$ cat src/rtl/demux_pkg.sv
`default_nettype none
// ============================================================================
//  Module   : demux_pkg
//  Purpose  : Shared constants and types for the two-channel demux router.
//  Revision : 1.0  initial release
// ============================================================================
package demux_pkg;

  // Default data word width.
  localparam int DATA_W_DEF = 12;
  // Default delivered-word counter width.
  localparam int CNT_W_DEF  = 8;

  // Channel encoding carried on the sel input.
  localparam logic CH_A = 1'b0;
  localparam logic CH_B = 1'b1;

  // Occupancy of a one-entry channel slot.
  typedef enum logic {
    SLOT_EMPTY = 1'b0,
    SLOT_FULL  = 1'b1
  } slot_state_e;

  // Counter step with natural modulo-2^w wrap.
  function automatic logic [31:0] cnt_inc(input logic [31:0] cur, input int w);
    logic [31:0] mask;
    mask    = (32'd1 << w) - 32'd1;
    cnt_inc = (cur + 32'd1) & mask;
  endfunction

endpackage
`default_nettype wire

$ cat src/rtl/demux_slot.sv
`default_nettype none
// ============================================================================
//  Module   : demux_slot
//  Purpose  : One-entry registered channel slot with valid/ready handshake
//             on the sink side and a wrapping delivered-word counter.
//  Revision : 1.0  initial release
// ============================================================================
module demux_slot
  import demux_pkg::*;
#(
  parameter int DATA_W = DATA_W_DEF,
  parameter int CNT_W  = CNT_W_DEF
) (
  input  logic              clk,
  input  logic              rst_n,
  input  logic              i_load,        // accepted word targets this slot
  input  logic [DATA_W-1:0] i_data,
  input  logic              i_ready,       // sink ready
  input  logic              i_clr,         // synchronous counter clear
  output logic              o_valid,
  output logic [DATA_W-1:0] o_data,
  output logic              o_can_accept,  // empty, or draining this cycle
  output logic [CNT_W-1:0]  o_cnt
);

  slot_state_e       r_state;
  slot_state_e       w_state_nxt;
  logic [DATA_W-1:0] r_data;
  logic [CNT_W-1:0]  r_cnt;
  logic              w_xfer;
  logic [31:0]       w_cnt_inc;

  // A word leaves the slot whenever it is held and the sink takes it.
  assign w_xfer       = (r_state == SLOT_FULL) & i_ready;
  // Space exists if empty now, or if the held word leaves on this edge.
  assign o_can_accept = (r_state == SLOT_EMPTY) | i_ready;
  assign o_valid      = (r_state == SLOT_FULL);
  assign o_data       = r_data;
  assign o_cnt        = r_cnt;
  assign w_cnt_inc    = cnt_inc(32'(r_cnt), CNT_W);

  // Slot occupancy register.
  always_ff @(posedge clk or negedge rst_n) begin
    if (!rst_n) begin
      r_state <= SLOT_EMPTY;
    end else begin
      r_state <= w_state_nxt;
    end
  end

  // Occupancy next state: a load always wins so drain+refill stays full.
  always_comb begin
    w_state_nxt = r_state;
    if (i_load) begin
      w_state_nxt = SLOT_FULL;
    end else if (w_xfer) begin
      w_state_nxt = SLOT_EMPTY;
    end
  end

  // Data register only changes on a load, so it holds its last word when empty.
  always_ff @(posedge clk or negedge rst_n) begin
    if (!rst_n) begin
      r_data <= '0;
    end else if (i_load) begin
      r_data <= i_data;
    end
  end

  // Delivered-word counter; clear has priority over a same-cycle delivery.
  always_ff @(posedge clk or negedge rst_n) begin
    if (!rst_n) begin
      r_cnt <= '0;
    end else if (i_clr) begin
      r_cnt <= '0;
    end else if (w_xfer) begin
      r_cnt <= w_cnt_inc[CNT_W-1:0];
    end
  end

endmodule
`default_nettype wire

$ cat src/rtl/demux_router.sv
`default_nettype none
// ============================================================================
//  Module   : demux_router
//  Purpose  : Routes a valid/ready input stream to one of two output
//             channels (A/B) chosen by sel, each buffered by a one-entry slot
//             and counting the words it delivers.
//  Revision : 1.0  initial release
// ============================================================================
module demux_router
  import demux_pkg::*;
#(
  parameter int DATA_W = DATA_W_DEF,
  parameter int CNT_W  = CNT_W_DEF
) (
  input  logic              clk,
  input  logic              rst_n,
  input  logic [DATA_W-1:0] in_data,
  input  logic              in_valid,
  input  logic              sel,
  output logic              in_ready,
  output logic [DATA_W-1:0] out_a_data,
  output logic              out_a_valid,
  input  logic              out_a_ready,
  output logic [DATA_W-1:0] out_b_data,
  output logic              out_b_valid,
  input  logic              out_b_ready,
  input  logic              cnt_clr,
  output logic [CNT_W-1:0]  cnt_a,
  output logic [CNT_W-1:0]  cnt_b
);

  logic w_can_a;
  logic w_can_b;
  logic w_accept;
  logic w_load_a;
  logic w_load_b;

  // Readiness follows the currently selected channel, even before acceptance.
  assign in_ready = (sel == CH_B) ? w_can_b : w_can_a;
  assign w_accept = in_valid & in_ready;
  assign w_load_a = w_accept & (sel == CH_A);
  assign w_load_b = w_accept & (sel == CH_B);

  demux_slot #(
    .DATA_W (DATA_W),
    .CNT_W  (CNT_W)
  ) u_slot_a (
    .clk          (clk),
    .rst_n        (rst_n),
    .i_load       (w_load_a),
    .i_data       (in_data),
    .i_ready      (out_a_ready),
    .i_clr        (cnt_clr),
    .o_valid      (out_a_valid),
    .o_data       (out_a_data),
    .o_can_accept (w_can_a),
    .o_cnt        (cnt_a)
  );

  demux_slot #(
    .DATA_W (DATA_W),
    .CNT_W  (CNT_W)
  ) u_slot_b (
    .clk          (clk),
    .rst_n        (rst_n),
    .i_load       (w_load_b),
    .i_data       (in_data),
    .i_ready      (out_b_ready),
    .i_clr        (cnt_clr),
    .o_valid      (out_b_valid),
    .o_data       (out_b_data),
    .o_can_accept (w_can_b),
    .o_cnt        (cnt_b)
  );

endmodule
`default_nettype wire

$ cat config.mk
export PLATFORM = sky130hd
export DESIGN_NAME = demux_router
export DESIGN_NICKNAME = d
export VERILOG_FILES = /design/src/rtl/demux_pkg.sv /design/src/rtl/demux_slot.sv /design/src/rtl/demux_router.sv
export SDC_FILE = /design/constraint.sdc
export NUM_CORES = 1
export LEC_CHECK = 0
export ABC_CLOCK_PERIOD_IN_PS = 1800
export CORE_MARGIN = 4
export CORE_UTILIZATION = 44
export DETAILED_ROUTE_END_ITERATION = 8
export PLACE_DENSITY = 0.78
export SYNTH_ARGS = -nofsm -noshare
export SYNTH_HDL_FRONTEND = slang
export SYNTH_HIERARCHICAL = 1
export SYNTH_SLANG_ARGS = --single-unit
$ cat constraint.sdc
create_clock -name clk -period 1.8 [get_ports clk]
set_clock_uncertainty 0.15 [all_clocks]
set_input_delay 0.36 -clock clk [delete_from_list [all_inputs] [get_ports clk]]
set_output_delay 0.36 -clock clk [all_outputs]
set_load 0.02 [all_outputs]
==> reports/metrics.yaml, run 1 <==
reg2reg_to: "u_slot_a/o_data[4]"
worstSetupPathType: "reg -> out"
rsz0062_at_grt: "yes"
drcViolationCount: 0
period_minus_slack_ns: 1.825
netlist_area_sq_um: 1772
maxSlewViolCount: 0
endpoint: "in_ready"
hold_ws_ns: 0.3568
core_sq_um: 3771
maxCapViolations: 0
power.leakage_nw: 1.388
critPathLaunchType: "register"
wirelength_microns: 4261
wl_per_cell_microns: 16.08
syn_to_final_growth_pct: 50.35
fp-row-count: 22
viasPerCell: 5.328
violations: "setup timing"
vias: 1412
ys_warn_count: 6
placed_cell_area_sq_um: 2502
ir_drop_mv: 0.7340
layout.cells.non_filler: 265
die_w_microns: 71.46
syn_avg_cell_area_sq_um: 12.75
place_ws_ns: -0.6478
design_area_sq_um: 2664
clock.fmax_ghz: 0.5480
dp_hpwl_microns: 3200
cp.depth: 3
critPathCaptureType: "output pin"
setup_viol_count_final: 1
track_usage: 0.1768
crit_fanout: 3
netlist_instances: 139
layout_commonest_cell: "dfrtp_1"
cts_sinks: 42
die_y_microns: 71.46
reg2reg_depth: 4
grt_pass1_vias: 1490
reg2reg_slack_ns: 0.08
slowest_delay_ns: 0.35
critPathTopFamily: "flip-flops"
antenna_found_initial: 0
slowest_stage: "dfrtp_1"
crit_arrival_ns: 1.31
synth_cell_types: 24
crit_required_ns: 1.29
fin_crit_sh: 1.014
tns_ns: -0.02470
ys_ff_latch: 42
grt_max_degree: 24
ys_seq_area_frac: 0.5932
drt_iter0_markers: 86
ant_nets: 0
holdCritPathClass: "reg -> reg"
clk_latency_ns: 0.28
worst_slack_ns: -0.02470
cts.path.max_buffers: 2
port_buffers: 61
cp-startpoint: "u_slot_b/o_valid"
cts_tree: "done"
die_area_sq_um: 5106
grt_pass1_wl_microns: 7044
power_mw: 2.426
worstMarginPinSlew_ns: 0.4839
numCtsBuffers: 5
power_density_nw_per_um2: 910.8
status: "finished, violations left"
dp_cells: 255
place_congestion: 0.7910
ctsHtreeMaxLevel: 2
fillers: 270
syn_nets: 160
clockRootBuffer: "clkbuf_8"
layout.nets: 237
drive_gt1_frac: 0.2627
overflow: 0
start_util: 0.4698
crit_buf_inv: 1
io_pins: 62
path_cells: "or2b_4 > mux2_4 > buf_6"
n_antenna_cell: 0
relSlewSlack: 0.6774
firstDrtPassIters: 4
clk_pin_slew_ns: 0.07
hold_viol_final: 0
final_util: 0.7064
layout_common_cells: "42 x dfrtp_1, 24 x mux2_2, 22 x dlymetal6s2s_1"
r2r-start: "u_slot_a/o_valid"
## power breakdown
group,total (mW),internal [mW],switching (mW)
Combinational,0.606,0.311,0.295
Sequential,1.11,1.05,0.0590
Clock,0.708,0.408,0.300
## synth_stat cells
master,count,area (sq um)
dfrtp_1,42,1051
mux2_2,24,270.3
a21oi_1,12,60.06
nand3_1,6,30.03
o21ai_0,6,30.03
nand2_1,4,15.01
nand4_1,4,25.02
nor2_1,4,15.01
o31ai_1,4,30.03
or3_1,4,25.02
or4_1,4,30.03
and3_2,3,22.52
buf_1,2,7.510
buf_2,2,10.01
ha_1,2,25.02
inv_1,2,7.510
nand2_2,2,12.51
nand2b_1,2,12.51
or2b_2,2,17.52
or3_2,2,15.01
xnor2_1,2,17.52
xor2_1,2,17.52
and3b_2,1,10.01
mux2_4,1,15.01
## cell type report
type,count,area (sq um),share of cell area
sequential,42,1051,0.3946
tap,48,60.06,0.02255
clock buffer,5,68.82,0.02583
timing repair buffer,74,735.7,0.2762
multi-input combinational,91,700.7,0.2630
inverter,2,7.507,0.002818
clock inverter,3,40.04,0.01503
## logic make-up (layout without fill, tap and decap cells)
group           count (synthesis)  after routing  synth area share
xor+xnor                        4              4           0.01978
simple gates                   38             38            0.1299
buf+inv                         6             84           0.01413
compound gates                 22             22           0.06780
mux                            25             25            0.1610
fa+ha+maj                       2              2           0.01412
flops                          42             42            0.5932
## flip-flops by register name, summed over array words and instances, names as in the netlist
name and cells:
u_slot_b/o_cnt 8, u_slot_a/o_cnt 8, u_slot_b/o_data 12, u_slot_a/o_data 12, u_slot_b/o_valid 1, u_slot_a/o_valid 1
## repair_timing
item	4_1_cts	5_1_grt
gates resized for setup	29	22
gates cloned	0	0
hold buffers	1	0
setup endpoints to repair	32	22
setup buffers	0	1
endpoints found under the hold margin	21	0
## how the worst min path moves through the flow
stage	start	endpoint	slack, ns	depth (start not counted)
global placement	rst_n	u_slot_a/o_cnt[7]	0.19	1
floorplan	rst_n	u_slot_a/o_cnt[0]	-0.09	0
CTS	u_slot_b/o_data[2]	u_slot_b/o_data[2]	0.36	1
global route	u_slot_b/o_data[11]	u_slot_b/o_data[11]	0.38	1
finish	u_slot_b/o_data[8]	u_slot_b/o_data[8]	0.36	1
detailed placement	rst_n	u_slot_a/o_cnt[7]	0.20	1
## routing by layer
metal,global-route usage,share of wire,up-vias
met5,0,0,-
met4,0.06472,0.012,0
met3,0.07293,0.098,6
met2,0.3061,0.53,55
met1,0.1935,0.36,695
li1,-,-,656
Note: power is estimated with default switching activity, not from simulation.
==> inputs of run 2 (changes only) <==
--- a/config.mk
+++ b/config.mk
@@ -6,6 +6,7 @@
 export NUM_CORES = 1
 export LEC_CHECK = 0
 export ABC_CLOCK_PERIOD_IN_PS = 1800
+export CORE_ASPECT_RATIO = 1.25
 export CORE_MARGIN = 4
 export CORE_UTILIZATION = 44
 export DETAILED_ROUTE_END_ITERATION = 8
==> reports/metrics.yaml, run 2 (synthesis gave the netlist of run 1 again) <==
status: "finished, violations left"  # unchanged
violations: "setup timing"  # unchanged
grt_max_degree: 25  # was 24
core_sq_um: 3847  # was 3771 sq um
switching_share: 0.2732  # was 0.2697
period_minus_slack_ns: 1.818  # was 1.825 ns
wl_per_cell_microns: 16.34  # was 16.08 microns
setup_viol_count_final: 1  # unchanged
cts_sinks: 42  # unchanged
antenna_found_initial: 0  # unchanged
power_density_nw_per_um2: 914.6  # was 910.8 nW/um^2
tns_ns: -0.01767  # was -0.02470 ns
worst_slack_ns: -0.01767  # was -0.02470 ns
maxCapViolations: 0  # unchanged
n_antenna_cell: 0  # unchanged
power.leakage_nw: 1.363  # was 1.388 nW
crit_arrival_ns: 1.31  # about the same
clk_latency_ns: 0.29  # was 0.28 ns
critPathTopFamily: "flip-flops"  # unchanged
drcViolationCount: 0  # unchanged
internal-power_mw: 1.775  # was 1.772 mW
drive_gt1_frac: 0.2535  # was 0.2627
layout.nets: 237  # unchanged
firstDrtPassIters: 4  # unchanged
cts_tree: "done"  # unchanged
die_w_microns: 64.76  # was 71.46 microns
io_pins: 62  # unchanged
reg2reg_slack_ns: 0.07  # was 0.08 ns
fin_crit_sh: 1.010  # was 1.014
dp_hpwl_microns: 3343  # was 3200 microns
clock.fmax_ghz: 0.5502  # was 0.5480 GHz
relSlewSlack: 0.6812  # was 0.6774
wirelength_microns: 4429  # was 4261 microns
clockRootBuffer: "clkbuf_8"  # unchanged
crit_buf_inv: 1  # unchanged
drt_iter0_markers: 54  # was 86
worstMarginPinSlew_ns: 0.4782  # was 0.4839 ns
critPathLaunchType: "register"  # unchanged
rsz0062_at_grt: "yes"  # unchanged
p_sw_mw: 0.6671  # was 0.6545 mW
layout_commonest_cell: "dfrtp_1"  # unchanged
ir_drop_mv: 0.5545  # was 0.7340 mV
crit_required_ns: 1.29  # about the same
holdCritPathClass: "reg -> reg"  # unchanged
maxSlewViolCount: 0  # unchanged
p_clk_frac: 0.296  # was 0.292
port_buffers: 61  # unchanged
fillers: 298  # was 270
hold_ws_ns: 0.3541  # was 0.3568 ns
place_congestion: 0.8893  # was 0.7910
viasPerCell: 5.310  # was 5.328
grt_pass1_wl_microns: 7189  # was 7044 microns
syn_to_final_growth_pct: 50.71  # was 50.35%
hold_viol_final: 0  # unchanged
ctsHtreeMaxLevel: 2  # unchanged
start_util: 0.4605  # was 0.4698
slowest_stage: "dfrtp_1"  # unchanged
overflow: 0  # unchanged
grt_pass1_vias: 1560  # was 1490
seq_power_share: 0.457  # was 0.458
crit_fanout: 2  # was 3
numCtsBuffers: 5  # unchanged
path_cells: "or2b_4 > mux2_4 > buf_6"  # unchanged
cts.path.max_buffers: 2  # unchanged
slowest_delay_ns: 0.35  # about the same
track_usage: 0.1830  # was 0.1768
die_y_microns: 78.95  # was 71.46 microns
ant_nets: 0  # unchanged
fp-row-count: 25  # was 22
vias: 1439  # was 1412
layout_common_cells: "42 x dfrtp_1, 24 x dlygate4sd2_1, 24 x mux2_2"  # was 42 x dfrtp_1, 24 x mux2_2, 22 x dlymetal6s2s_1
worstSetupPathType: "reg -> out"  # unchanged
p_comb_frac: 0.248  # was 0.250
critPathCaptureType: "output pin"  # unchanged
die_area_sq_um: 5112  # was 5106 sq um
clk_pin_slew_ns: 0.08  # was 0.07 ns
run 2: power groups by stage:
stage          clock [mW]  sequential, mW  combinational (mW)
3_5_place_dp            0            1.13               0.642
2_1_floorplan           0            1.27               0.142
5_1_grt             0.792            1.13               0.645
6_report            0.722            1.11               0.605
3_3_place_gp            0            1.13               0.624
4_1_cts             0.746            1.12               0.625
run 2: routing by layer:
layer  track usage  wire length [microns]  up-vias
li1              -                      -      663
met1        0.2004                   1691      711
met2        0.3204                   2287       59
met3       0.07355                    403        6
met4       0.05708                     46        0
met5             0                      0        -
run 2: repair_timing:
action	CTS	global route
buffers inserted	0	1
hold buffers	1	0
endpoints found under the hold margin	18	0
gates resized for setup	33	20
endpoints found under the setup margin	47	20
run 2: final timing paths:
check	from	cells after the start	end
worst min-delay path	u_slot_b/o_data[0]	1	u_slot_b/o_data[0]
worst min register to register	u_slot_b/o_data[0]	1	u_slot_b/o_data[0]
worst max-delay path	u_slot_a/o_valid	3	in_ready
max in group asynchronous	rst_n	3	u_slot_a/o_cnt[1]
min in group asynchronous	rst_n	2	u_slot_b/o_cnt[2]
worst max register to register	u_slot_a/o_valid	4	u_slot_a/o_data[11]
run 2: final cells by class:
cell class                      count  area (sq um)  share of cell area
Sequential cell                    42          1051              0.3936
Multi-Input combinational cell     91         700.7              0.2624
Inverter                            2         7.507            0.002812
Timing Repair Buffer               74         737.0              0.2760
Clock buffer                        7         76.32             0.02858
Tap cell                           54         67.56             0.02530
Clock inverter                      1         30.03             0.01125
run 2: metrics by stage:
stage / instance area, sq um / std cells / setup slack, ns / power (mW) / util
global route: 2670 / 271 / -0.06572 / 2.568 / 0.6940
CTS: 2614 / 270 / -0.03028 / 2.489 / 0.6794
floorplan: 1772 / 139 / 0.01681 / 1.411 / -
detailed placement: 2522 / 261 / -0.6082 / 1.777 / 0.6556
global placement: 2522 / 261 / -0.5863 / 1.754 / 0.6556
finish: 2670 / 271 / -0.01767 / 2.442 / 0.6940
